File: src/rtl/conv_pool_sched.sv
// Scheduler that owns the layer-memory port: it writes the conv/ReLU results to layer 0,
// then runs 2x2 stride-2 max-pooling from layer 0 into layer 1. All outputs are registered.
module conv_pool_sched #(
  parameter int unsigned IMG_LOG2 = 6,
  parameter int unsigned DATA_W   = 20,
  parameter logic [2:0]  L0_SEL   = 3'b001,
  parameter logic [2:0]  L1_SEL   = 3'b011
) (
  input  logic                    clk,
  input  logic                    reset,
  input  logic                    start,
  output logic                    busy,
  input  logic                    cv_valid,
  input  logic [2*IMG_LOG2-1:0]   cv_addr,
  input  logic [DATA_W-1:0]       cv_data,
  output logic                    cv_ready,
  output logic                    cwr,
  output logic [2*IMG_LOG2-1:0]   caddr_wr,
  output logic [DATA_W-1:0]       cdata_wr,
  output logic                    crd,
  output logic [2*IMG_LOG2-1:0]   caddr_rd,
  input  logic [DATA_W-1:0]       cdata_rd,
  output logic [2:0]              csel,
  output logic                    done
);

  localparam int unsigned ADDR_W = 2 * IMG_LOG2;
  localparam int unsigned POOL_W = ADDR_W - 2;
  localparam int unsigned CNT_W  = ADDR_W + 1;
  localparam logic [CNT_W-1:0] FRAME      = {1'b1, {ADDR_W{1'b0}}};
  localparam logic [CNT_W-1:0] FRAME_LAST = {1'b0, {ADDR_W{1'b1}}};

  typedef enum logic [2:0] {StIdle, StL0, StPRd, StPLast, StPWr, StDone} state_e;

  state_e              state_q, state_d;
  logic [CNT_W-1:0]    cnt_q, cnt_d;
  logic [POOL_W-1:0]   p_q, p_d;
  logic [1:0]          k_q, k_d;
  logic [DATA_W-1:0]   max_q, max_next;

  logic                busy_d, cv_ready_d, cwr_d, crd_d, done_d;
  logic [ADDR_W-1:0]   caddr_wr_d, caddr_rd_d;
  logic [DATA_W-1:0]   cdata_wr_d;
  logic [2:0]          csel_d;

  logic                xfer, rd_word_vld, rd_first, word_gt;

  // Read data lags crd by one cycle: words arrive in P_RD k=1..3 and in P_LAST.
  always_comb begin
    xfer        = (state_q == StL0) && cv_valid && cv_ready;
    rd_word_vld = ((state_q == StPRd) && (k_q != 2'd0)) || (state_q == StPLast);
    rd_first    = (state_q == StPRd) && (k_q == 2'd1);
    word_gt     = $signed(cdata_rd) > $signed(max_q);
    max_next    = max_q;
    if (rd_word_vld && (rd_first || word_gt)) begin
      max_next = cdata_rd;
    end
  end

  always_comb begin
    state_d    = state_q;
    cnt_d      = cnt_q;
    p_d        = p_q;
    k_d        = k_q;
    busy_d     = busy;
    cv_ready_d = 1'b0;
    cwr_d      = 1'b0;
    crd_d      = 1'b0;
    csel_d     = 3'b000;
    done_d     = 1'b0;
    caddr_wr_d = caddr_wr;
    cdata_wr_d = cdata_wr;
    caddr_rd_d = caddr_rd;

    unique case (state_q)
      StIdle: begin
        if (start) begin
          state_d    = StL0;
          busy_d     = 1'b1;
          cv_ready_d = 1'b1;
          cnt_d      = '0;
          p_d        = '0;
          k_d        = 2'd0;
        end
      end
      StL0: begin
        if (cnt_q == FRAME) begin
          // Final layer-0 write is on the port this cycle; pooling starts next.
          state_d = StPRd;
          p_d     = '0;
          k_d     = 2'd0;
          crd_d   = 1'b1;
          csel_d  = L0_SEL;
        end else begin
          cv_ready_d = !(xfer && (cnt_q == FRAME_LAST));
          if (xfer) begin
            cnt_d      = cnt_q + 1'b1;
            cwr_d      = 1'b1;
            csel_d     = L0_SEL;
            caddr_wr_d = cv_addr;
            cdata_wr_d = cv_data;
          end
        end
      end
      StPRd: begin
        if (k_q == 2'd3) begin
          state_d = StPLast;
        end else begin
          k_d    = k_q + 2'd1;
          crd_d  = 1'b1;
          csel_d = L0_SEL;
        end
      end
      StPLast: begin
        state_d    = StPWr;
        cwr_d      = 1'b1;
        csel_d     = L1_SEL;
        caddr_wr_d = {{(ADDR_W-POOL_W){1'b0}}, p_q};
        cdata_wr_d = max_next;
      end
      StPWr: begin
        if (p_q == {POOL_W{1'b1}}) begin
          state_d = StDone;
          done_d  = 1'b1;
        end else begin
          state_d = StPRd;
          p_d     = p_q + 1'b1;
          k_d     = 2'd0;
          crd_d   = 1'b1;
          csel_d  = L0_SEL;
        end
      end
      StDone: begin
        state_d = StIdle;
        busy_d  = 1'b0;
      end
      default: state_d = StIdle;
    endcase

    // Window word k sits at {row 2r + k[1], col 2c + k[0]}.
    if (crd_d) begin
      caddr_rd_d = {p_d[POOL_W-1:IMG_LOG2-1], k_d[1], p_d[IMG_LOG2-2:0], k_d[0]};
    end
  end

  always_ff @(posedge clk or posedge reset) begin
    if (reset) begin
      state_q  <= StIdle;
      cnt_q    <= '0;
      p_q      <= '0;
      k_q      <= 2'd0;
      max_q    <= '0;
      busy     <= 1'b0;
      cv_ready <= 1'b0;
      cwr      <= 1'b0;
      crd      <= 1'b0;
      csel     <= 3'b000;
      done     <= 1'b0;
      caddr_wr <= '0;
      cdata_wr <= '0;
      caddr_rd <= '0;
    end else begin
      state_q  <= state_d;
      cnt_q    <= cnt_d;
      p_q      <= p_d;
      k_q      <= k_d;
      max_q    <= max_next;
      busy     <= busy_d;
      cv_ready <= cv_ready_d;
      cwr      <= cwr_d;
      crd      <= crd_d;
      csel     <= csel_d;
      done     <= done_d;
      caddr_wr <= caddr_wr_d;
      cdata_wr <= cdata_wr_d;
      caddr_rd <= caddr_rd_d;
    end
  end

endmodule

File: config.mk
export PLATFORM = sky130hd
export DESIGN_NAME = conv_pool_sched
export DESIGN_NICKNAME = d
export VERILOG_FILES = /design/src/rtl/conv_pool_sched.sv
export SDC_FILE = /design/constraint.sdc
export NUM_CORES = 1
export LEC_CHECK = 0
export ABC_CLOCK_PERIOD_IN_PS = 3700
export CAP_MARGIN = 20
export CORE_MARGIN = 2
export CORE_UTILIZATION = 25
export CTS_CLUSTER_DIAMETER = 200
export DETAILED_ROUTE_END_ITERATION = 8
export GPL_TIMING_DRIVEN = 0
export PLACE_DENSITY = 0.48
export REMOVE_ABC_BUFFERS = 1
export SLEW_MARGIN = 20
export SYNTH_ARGS = -nofsm -noshare
export SYNTH_HDL_FRONTEND = slang
export SYNTH_SLANG_ARGS = --single-unit
File: constraint.sdc
create_clock -name clk -period 3.7 [get_ports clk]
set_clock_uncertainty 0.05 [all_clocks]
set_input_delay 0.74 -clock clk [delete_from_list [all_inputs] [get_ports clk]]
set_output_delay 0.74 -clock clk [all_outputs]
set_load 0.05 [all_outputs]
; ---- Word level (Yosys, flattened, before mapping)
; Index checks and enable logic that the tools add are counted.
[word_totals]
output_inout_bits = 52
elab_cells = 95
regBits = 100
in_bits = 56
[op_classes]
addsub = 3
n_mux = 44
n_eq_ne = 15
order_cmp = 1
n_reduce_logical = 18
[ops]
columns = cell, n
row1 = $mux W20, 3
row2 = $pmux W20 S2, 1
row3 = $mux W13, 3
row4 = $mux W10, 3
row5 = $pmux W10 S3, 1
row6 = $pmux W13 S2, 1
row7 = $mux W12, 2
row8 = $pmux W12 S2, 1
row9 = $gt A20 B20 Y1, 1
row10 = $pmux W2 S4, 2
row11 = $pmux W3 S5, 1
row12 = $mux W1, 14
row13 = $add A13 B1 Y13 const B, 1
row14 = $eq A13 B12 Y1 const B, 1
row15 = $eq A13 B13 Y1 const B, 1
row16 = $mux W3, 4
row17 = $add A10 B1 Y10 const B, 1
row18 = $eq A10 B10 Y1 const B, 1
row19 = $mux W2, 4
row20 = $reduce_bool A2 Y1, 4
row21 = $eq A3 B2 Y1 const B, 2
row22 = $eq A3 B3 Y1 const B, 2
row23 = $logic_and A1 B1 Y1, 6
row24 = $ne A2 B2 Y1 const B, 3
row25 = 13 further kinds, 18

; ---- Longest topological paths before layout
; Gate-level depths: netlist of the first run.
[logic_depth]
depth_word = 7
ltp_mapped = 10
depth_no_buf = 8

; ---- Worst setup path after synthesis of the first run
; Ideal clock, no wire load.
[synth_timing]
path_type = input to register
startpoint = input cdata_rd[19]
endpoint = register max_q[0]
setup_time_ps = 128
path_buffers = 1
slack_ps = 881
t_required_ps = 3522
path_stages = 8
arrival_ps = 2642
path_cell_list = ha_1 nand4_2 nor4_4 a21oi_2 a32o_2 nor3_2 buf_2 mux2_1
[synth_via]
elab_chain_len = 4
[synth_rtl]
columns = item, line_no
row1 = "start, declared", 22  ; input logic [DATA_W-1:0] cdata_rd,
row2 = $gt A20 B20 Y1, 53  ; word_gt = $signed(cdata_rd) > $signed(max_q);
row3 = $logic_or A1 B1 Y1, 55  ; if (rd_word_vld && (rd_first || word_gt)) begin
row4 = $logic_and A1 B1 Y1, 55
row5 = $mux W20, 55
row6 = net max_next[0], 39  ; logic [DATA_W-1:0] max_q, max_next;
row7 = "end signal, assigned", 167  ; max_q <= max_next;
row8 = "end, declared", 39
; The timed path passes the listed nets, and every way through them passes these cells.
; A chain may end at the register's enable or synchronous reset.

; ---- Final worst setup path of the first run
[layout_timing]
startpoint = input cdata_rd[19]
endpoint = register max_q[14]
; The elaborated chain is that of the path after synthesis.

==> summary.txt, run 1 <==
Run status
  – Status: completed

Synthesis
  – Primary flip-flop cell chosen by synthesis mapping: sky130_fd_sc_hd__dfrtp_1
  – Most common cell in the synthesized netlist: sky130_fd_sc_hd__dfrtp_1
  – Most used standard cells in the synthesized netlist: sky130_fd_sc_hd__dfrtp_1 (99), sky130_fd_sc_hd__nor2_1 (64), sky130_fd_sc_hd__inv_1 (49)
  – Mapped Area: 5697 sq um
  – Mean cell area of the mapped netlist: 9.278 sq um
  – Count of yosys warnings during synthesis: 0
  – Count of distinct cell types in the synthesized netlist: just over 60
  – Register bit total from synthesis: 99
  – Post-Syn Instances: 614
  – Cell type with the largest total area after synthesis: sky130_fd_sc_hd__dfrtp_1
  – Share of flip-flops with an asynchronous set or reset: 1.000
  – Count of flip-flops with a built-in enable after synthesis: 0
  – Portion of synthesized cell area occupied by the leading cell type: 0.4349
  – Share of the yosys chip area belonging to registers: 0.4349
  – Largest cells by area after synthesis: sky130_fd_sc_hd__dfrtp_1 (43%), sky130_fd_sc_hd__ha_1 (5.1%), sky130_fd_sc_hd__nor2_1 (4.2%), sky130_fd_sc_hd__mux2_1 (4.0%), sky130_fd_sc_hd__a311oi_1 (3.2%)

Cells and area
  – Area occupied by multi-input gates: 2889 sq um
  – Final net count: roughly 800
  – Layout fillers: between 2000 and 2500
  – Final non-filler cell area: 7465 sq um
  – Post-layout util: 0.3317
  – Area used by sequential logic in the layout: 2477 sq um
  – Number of cells in the finished layout apart from fillers: roughly 990
  – Antenna diode count: 0
  – Share of post-route cells with drive strength above 1: 0.09052
  – Synth-to-layout area growth: 31.03%

Floorplanning
  – Core Footprint: approximately 23000 sq um
  – Overall die height: roughly 150 um
  – DIE AREA: between 20000 and 25000 sq um
  – Effective utilization at floorplan: 0.2532
  – Top Ports: 108
  – Num rows: 55
  – Die extent in x: between 150 and 200 um

Pwr
  – Total power: 3.662 mW
  – Int Power: 2.308 mW
  – Power share of the clock group: 0.263
  – Maximum vdd ir drop: 0.0002635 V
  – Proportion of power drawn by flip-flops and latches: 0.385
  – Reported leakage power: 3.166 nW
  – Psw: about 1.4 mW
  – Power per Cell Area: 490.5 nW/um^2
  – Comb pwr share: 0.352
  – Net switching fraction of the power: 0.3697

Detailed routing
  – Remaining routing DRC violations: 0
  – Via count: approximately 4800
  – Detailed-route wire length per cell: 15.67 um
  – TritonRoute pass-1 iters: 6
  – Final Routed Wirelength: 15.54 mm
  – Routed vias/inst: 4.816
  – Antenna Nets Post-Route: 0
  – Drt first-iter violations: 226

Clocking
  – Clk pin slew, worst setup/hold paths: 0.08 ns
  – CTS buffer count: 9
  – Clock tree buffer depth: 2
  – CTS tree: done
  – Worst-Skew Late Latency: 0.35 ns
  – Clk root buf: sky130_fd_sc_hd__clkbuf_16
  – Total number of H-tree levels: 3
  – Clock Sinks: 99

Global route
  – Maximum number of pins on one net before global-route repair: 62
  – First-pass GRT wire length: 25.65 mm
  – GRT overflow: 0
  – Total routing resource utilization after global routing: 0.1335
  – Vias in the first global route: 4655
  – Antenna violations before repair: 0

Place
  – Number of I/O port buffers: 106
  – Cell area reported after detailed placement: 7119 sq um
  – Total instance count after detailed placement: 973
  – Routability cong.: 0.7488
  – Total half-perimeter wirelength after legalization and detailed placement: 10.82 mm
  – Setup WS pre-CTS: -0.7802 ns

Timing
  – Highest attainable clock frequency: 288.9 MHz
  – Unrepaired setup endpoints after global routing: false
  – Slew at the pin closest to its max-slew limit: 1.054 ns
  – Tightest hold margin: 0.4478 ns
  – Final critical-path share of the clock period: 0.9356
  – Setup TNS: 0 ns
  – Final critical path time including I/O delays and setup: 3.462 ns
  – Final count of pins violating max slew: 0
  – Number of hold-slack violations in the final timing report: 0
  – Relative max-transition margin: 0.2972
  – Final setup violation count: 0
  – Final setup slack of the worst path: 0.2384 ns

Setup path
  – Crit-path most repeated cell: sky130_fd_sc_hd__nor4_4
  – Worst EP arrival: ~3.7 ns
  – CP cell instances: clkdlybuf4s50_1, ha_4, nand4_2, nor4_4, a21boi_4, nor4_4, buf_6, buf_8, nor3_4, buf_4, mux2_1
  – Element type at the critical path end: register
  – Top delay family on crit path: buffers and inverters
  – Sum of buffers and inverters on the critical path: 4
  – Required time of the critical path: 3.89 ns
  – Slowest Stage Delay on Critical Path: 0.54 ns
  – Critical path class: input pin to register
  – Master of the slowest instance on the critical path: sky130_fd_sc_hd__clkdlybuf4s50_1
  – Startpoint type of the worst setup path: input pin
  – Critical path peak fanout: 11

Job
  – Maxcap violations: 0

Min path
  – Class of the tightest hold or removal check: register to register
## cell usage in the layout, fill, tap and decap left out, types with 2 or more instances in the layout
master and count:
sky130_fd_sc_hd__clkdlybuf4s50_1 106, sky130_fd_sc_hd__dfrtp_1 99, sky130_fd_sc_hd__nor2_1 64, sky130_fd_sc_hd__inv_1 48
sky130_fd_sc_hd__nand2_1 42, sky130_fd_sc_hd__nand3_1 36, sky130_fd_sc_hd__and3_1 23, sky130_fd_sc_hd__o211ai_1 23
sky130_fd_sc_hd__ha_1 22, sky130_fd_sc_hd__a311oi_1 21, sky130_fd_sc_hd__a21oi_1 20, sky130_fd_sc_hd__or4_1 20
sky130_fd_sc_hd__mux2_1 20, sky130_fd_sc_hd__o21ai_0 16, sky130_fd_sc_hd__mux2_2 12, sky130_fd_sc_hd__nor3_1 10
sky130_fd_sc_hd__nand4_1 10, sky130_fd_sc_hd__o22ai_1 10, sky130_fd_sc_hd__o21ai_1 9, sky130_fd_sc_hd__clkbuf_16 9
sky130_fd_sc_hd__o31ai_1 5, sky130_fd_sc_hd__a31oi_1 5, sky130_fd_sc_hd__xor2_1 5, sky130_fd_sc_hd__buf_6 5
sky130_fd_sc_hd__inv_6 4, sky130_fd_sc_hd__or3_1 4, sky130_fd_sc_hd__and4_1 3, sky130_fd_sc_hd__nor2b_1 3
sky130_fd_sc_hd__buf_16 3, sky130_fd_sc_hd__buf_4 3, sky130_fd_sc_hd__and2_1 2, sky130_fd_sc_hd__a21oi_2 2
sky130_fd_sc_hd__inv_2 2, sky130_fd_sc_hd__a2111oi_2 2, sky130_fd_sc_hd__nor4_4 2, sky130_fd_sc_hd__o21a_1 2
sky130_fd_sc_hd__inv_8 2, sky130_fd_sc_hd__buf_8 2
## registers in the layout, indices dropped and copies added, names as in the netlist
signal	count
cwr	1
max_q	20
cdata_wr	20
cnt_q	13
done	1
crd	1
busy	1
caddr_wr	12
cv_ready	1
caddr_rd	12
p_q	10
k_q	2
csel	2
state_q	3
## cell type report
type	count	area share
clock buffers	10	0.03201
clock inverters	6	0.007208
inverters	51	0.02632
multi-input cells	422	0.3870
flip-flops and latches	99	0.3319
well taps	285	0.04777
repair buffers	119	0.1678
## kinds of logic (layout without fill, tap and decap cells)
family,count (synthesis),count (layout),share of synthesized area
and+or+nand+nor,231,231,0.2139
muxes,33,33,0.06501
other,1,1,0.0006583
buffers and inverters,93,186,0.06743
xor gates and xnor gates,6,6,0.009225
adders and majority gates,23,23,0.05052
DFF,99,99,0.4349
AOI/OAI and AO/OA,128,128,0.1584
## worst reg2reg max path, delay by kind of cell (launching register included)
family                 cells  cell delay [ns]
DFF                        1             0.68
buffers and inverters      3             0.71
AOI/OAI and AO/OA          1             0.23
and+or+nand+nor            4             1.33
## worst paths after layout
check                                             start  cells after the start                       end  slack, ns
worst max register to register   state_q[0]$_DFFE_PP0P_                      8  cdata_wr[14]$_DFFE_PP0P_       0.58
worst min register to register  caddr_wr[6]$_DFFE_PP0P_                      2   caddr_wr[6]$_DFFE_PP0P_       0.45
worst max-delay path                       cdata_rd[19]                     11       max_q[14]$_DFF_PP0_       0.24
max in group asynchronous                         reset                      3          k_q[0]$_DFF_PP0_       2.23
min in group asynchronous                         reset                      2   cdata_wr[0]$_DFFE_PP0P_       0.75
worst min-delay path            caddr_wr[6]$_DFFE_PP0P_                      2   caddr_wr[6]$_DFFE_PP0P_       0.45
## layer usage
| metal | GRT usage | wire, um |
|---|---|---|
| met1 | 0.1998 | 8170 |
| met2 | 0.1972 | 6654 |
| met3 | 0.01838 | 491 |
| met4 | 0.04365 | 224 |
| met5 | 0 | 0 |
## repair_timing
item | CTS | global route
hold buffers | 0 | 0
resized for setup | 0 | 4
endpoints found under the setup margin | 20 | 20
setup buffers | 2 | 1
pin swaps | 1 | 2
## power groups by stage
stage          combinational, mW  sequential [mW]  clock, mW
5_1_grt                     1.40             1.44       1.05
6_report                    1.29             1.41      0.961
4_1_cts                     1.29             1.41       1.00
3_3_place_gp                1.27             1.43          0
2_1_floorplan              0.486             1.80          0
3_5_place_dp                1.28             1.43          0
Power figures use the tool's default switching activity.
==> run 2, diff against run 1 <==
--- a/config.mk
+++ b/config.mk
@@ -10,6 +10,7 @@
 export CORE_MARGIN = 2
 export CORE_UTILIZATION = 25
 export CTS_CLUSTER_DIAMETER = 200
+export CTS_CLUSTER_SIZE = 24
 export DETAILED_ROUTE_END_ITERATION = 8
 export GPL_TIMING_DRIVEN = 0
 export PLACE_DENSITY = 0.48
==> results of run 2 <==
The final DEF is identical to that of run 1; final timing and power are the same.
==> run 3, diff against run 2 <==
--- a/config.mk
+++ b/config.mk
@@ -7,6 +7,7 @@
 export LEC_CHECK = 0
 export ABC_CLOCK_PERIOD_IN_PS = 3700
 export CAP_MARGIN = 20
+export CORE_ASPECT_RATIO = 1.1
 export CORE_MARGIN = 2
 export CORE_UTILIZATION = 25
 export CTS_CLUSTER_DIAMETER = 200
==> summary.txt, run 3 (same netlist as run 1, synthesis figures left out) <==
Detailed routing
  – Remaining routing DRC violations: 0 (unchanged)
  – Detailed-route wire length per cell: 15.68 um (was 15.67 um)
  – Final Routed Wirelength: 15.65 mm (was 15.54 mm)
  – Routed vias/inst: 4.940 (was 4.816)
  – Antenna Nets Post-Route: 0 (unchanged)
  – Via count: 4930 (was 4777)
  – Drt first-iter violations: 312 (was 226)
  – TritonRoute pass-1 iters: 5 (was 6)

Timing
  – Relative max-transition margin: 0.4041 (was 0.2972)
  – Final critical path time including I/O delays and setup: 3.511 ns (was 3.462 ns)
  – Final setup violation count: 0 (unchanged)
  – Unrepaired setup endpoints after global routing: false (unchanged)
  – Final setup slack of the worst path: 0.1892 ns (was 0.2384 ns)
  – Tightest hold margin: 0.4607 ns (was 0.4478 ns)
  – Number of hold-slack violations in the final timing report: 0 (unchanged)
  – Final critical-path share of the clock period: 0.9489 (was 0.9356)
  – Highest attainable clock frequency: 284.8 MHz (was 288.9 MHz)
  – Slew at the pin closest to its max-slew limit: 0.8928 ns (was 1.054 ns)
  – Setup TNS: 0 ns (unchanged)
  – Final count of pins violating max slew: 0 (unchanged)

Clocking
  – Clock tree buffer depth: 2 (unchanged)
  – Clk root buf: sky130_fd_sc_hd__clkbuf_16 (unchanged)
  – CTS tree: done (unchanged)
  – Worst-Skew Late Latency: 0.35 ns (about the same)
  – Clk pin slew, worst setup/hold paths: 0.07 ns (was 0.08 ns)
  – Clock Sinks: 99 (unchanged)
  – CTS Hold Buffers Added: 0 (unchanged)
  – Total number of H-tree levels: 3 (unchanged)
  – CTS buffer count: 9 (unchanged)

Job
  – Maxcap violations: 0 (unchanged)

Cells and area
  – Number of cells in the finished layout apart from fillers: 998 (was 992)
  – Post-layout util: 0.3339 (was 0.3317)
  – Biggest registers after layout: cdata_wr x20, max_q x20, cnt_q x13 (unchanged)
  – Most common cell after layout, fill and taps aside: sky130_fd_sc_hd__clkdlybuf4s50_1 (unchanged)
  – Commonest cells after routing, fill and taps aside: sky130_fd_sc_hd__clkdlybuf4s50_1 (106), sky130_fd_sc_hd__dfrtp_1 (99), sky130_fd_sc_hd__nor2_1 (64) (unchanged)
  – Final net count: 778 (was 781)
  – Share of post-route cells with drive strength above 1: 0.08535 (was 0.09052)
  – Antenna diode count: 0 (unchanged)
  – Synth-to-layout area growth: 30.42% (was 31.03%)

Floorplanning
  – Top Ports: 108 (unchanged)
  – Num rows: 57 (was 55)
  – DIE AREA: 24010 sq um (about the same)
  – Die extent in x: 147.9 um (was 155.0 um)
  – Effective utilization at floorplan: 0.2560 (was 0.2532)
  – Core Footprint: 22250 sq um (was 22500 sq um)
  – Overall die height: 162.3 um (was 155.0 um)

Place
  – Total instance count after detailed placement: 981 (was 973)
  – Total half-perimeter wirelength after legalization and detailed placement: 11.02 mm (was 10.82 mm)
  – Setup WS pre-CTS: -0.6223 ns (was -0.7802 ns)
  – Routability cong.: 0.7872 (was 0.7488)
  – Number of I/O port buffers: 106 (unchanged)

Global route
  – Global routing usage on met1: 0.1739 (was 0.1998)
  – Total routing resource utilization after global routing: 0.1347 (was 0.1335)
  – GRT busiest layer: met2 (was met1)
  – First-pass GRT wire length: 26.08 mm (was 25.65 mm)
  – Vias in the first global route: 5021 (was 4655)
  – Met3 usage in global routing: 0.02669 (was 0.01838)
  – Maximum number of pins on one net before global-route repair: 71 (was 62)
  – Antenna violations before repair: 0 (unchanged)
  – GRT overflow: 0 (unchanged)
  – GR Layer Usage met2: 0.2302 (was 0.1972)

Pwr
  – Reported leakage power: 3.126 nW (was 3.166 nW)
  – Maximum vdd ir drop: 0.0002708 V (was 0.0002635 V)
  – Power per Cell Area: 499.3 nW/um^2 (was 490.5 nW/um^2)

Min path
  – Worst hold path cell count: 1 (was 2)
  – Class of the tightest hold or removal check: register to register (unchanged)

Setup path
  – Startpoint type of the worst setup path: input pin (unchanged)
  – Critical path peak fanout: 41 (was 11)
  – Logic depth of the worst register-to-register path: 8 (unchanged)
  – Element type at the critical path end: register (unchanged)
  – Worst EP arrival: 3.69 ns (was 3.65 ns)
  – Required time of the critical path: 3.88 ns (was 3.89 ns)
  – Critical path class: input pin to register (unchanged)

Run status
  – Status: completed (unchanged)
-- run 3: changes by cell type in the layout (fill, tap and decap cells not counted) --
cell and change:
sky130_fd_sc_hd__inv_8 -2, sky130_fd_sc_hd__bufinv_16 +1, sky130_fd_sc_hd__buf_16 -2, sky130_fd_sc_hd__o311a_2 -1
sky130_fd_sc_hd__clkbuf_8 -1, sky130_fd_sc_hd__o311a_4 +1, sky130_fd_sc_hd__buf_4 -1, sky130_fd_sc_hd__inv_2 -1
sky130_fd_sc_hd__clkinvlp_4 +2
-- run 3: path summary, 6_finish.rpt --
kind                                         start                 endpoint  slack (ns)
hold reg to reg            caddr_rd[4]$_DFFE_PP0P_  caddr_rd[4]$_DFFE_PP0P_        0.46
setup reg to reg            state_q[0]$_DFFE_PP0P_  cdata_wr[0]$_DFFE_PP0P_        0.41
setup / recovery                      cdata_rd[19]      max_q[18]$_DFF_PP0_        0.19
hold / removal             caddr_rd[4]$_DFFE_PP0P_  caddr_rd[4]$_DFFE_PP0P_        0.46
min in group asynchronous                    reset  cdata_wr[3]$_DFFE_PP0P_        0.68
max in group asynchronous                    reset       cv_ready$_DFF_PP0_        2.25
-- run 3: where the power goes --
group	internal, mW	leakage (nW)	switching (mW)	total [mW]
sequential	1.29	1.13	0.124	1.41
clock	0.529	0.139	0.461	0.990
combinational	0.533	1.86	0.777	1.31
-- run 3: per-layer routing --
layer | wire [um] | vias to the layer above
met1 | 6980 | 2379
met2 | 7829 | 130
met3 | 641 | 20
met4 | 201 | 0
met5 | 0 | -
li1 | - | 2401
-- run 3: critical path, cell delays in order --
cell and delay [ns]:
sky130_fd_sc_hd__clkdlybuf4s50_1 0.55, sky130_fd_sc_hd__ha_4 0.37, sky130_fd_sc_hd__nand4_2 0.18, sky130_fd_sc_hd__nor4_4 0.40, sky130_fd_sc_hd__a21oi_2 0.12, sky130_fd_sc_hd__a32o_4 0.50, sky130_fd_sc_hd__nor3_4 0.26, sky130_fd_sc_hd__buf_4 0.22
sky130_fd_sc_hd__mux2_1 0.34
-- run 3: stage by stage --
| stage | instance area [sq um] | power [mW] |
|---|---|---|
| 2_1_floorplan | 5504 | 2.283 |
| 3_3_place_gp | 6934 | 2.704 |
| 3_5_place_dp | 7072 | 2.729 |
| 4_1_cts | 7386 | 3.760 |
| 5_1_grt | 7430 | 3.931 |
| 6_report | 7430 | 3.710 |
-- run 3: timing repair --
item                                    in CTS  in global routing
endpoints found under the hold margin        0                  0
gates cloned                                 0                  0
buffers inserted                             1                  1
pin swaps                                    1                  2
gates resized for setup                      1                  4
endpoints found under the setup margin      20                 20
-- run 3: area by class of cell --
type / instances / area, sq um
clock inverter: 6 / 71.32
multi-input combinational: 422 / 2899
sequential: 99 / 2477
tap: 295 / 369.1
fill: 2318 / 14820
timing repair buffer: 116 / 1190
clock buffer: 9 / 225.2
inverter: 51 / 197.7
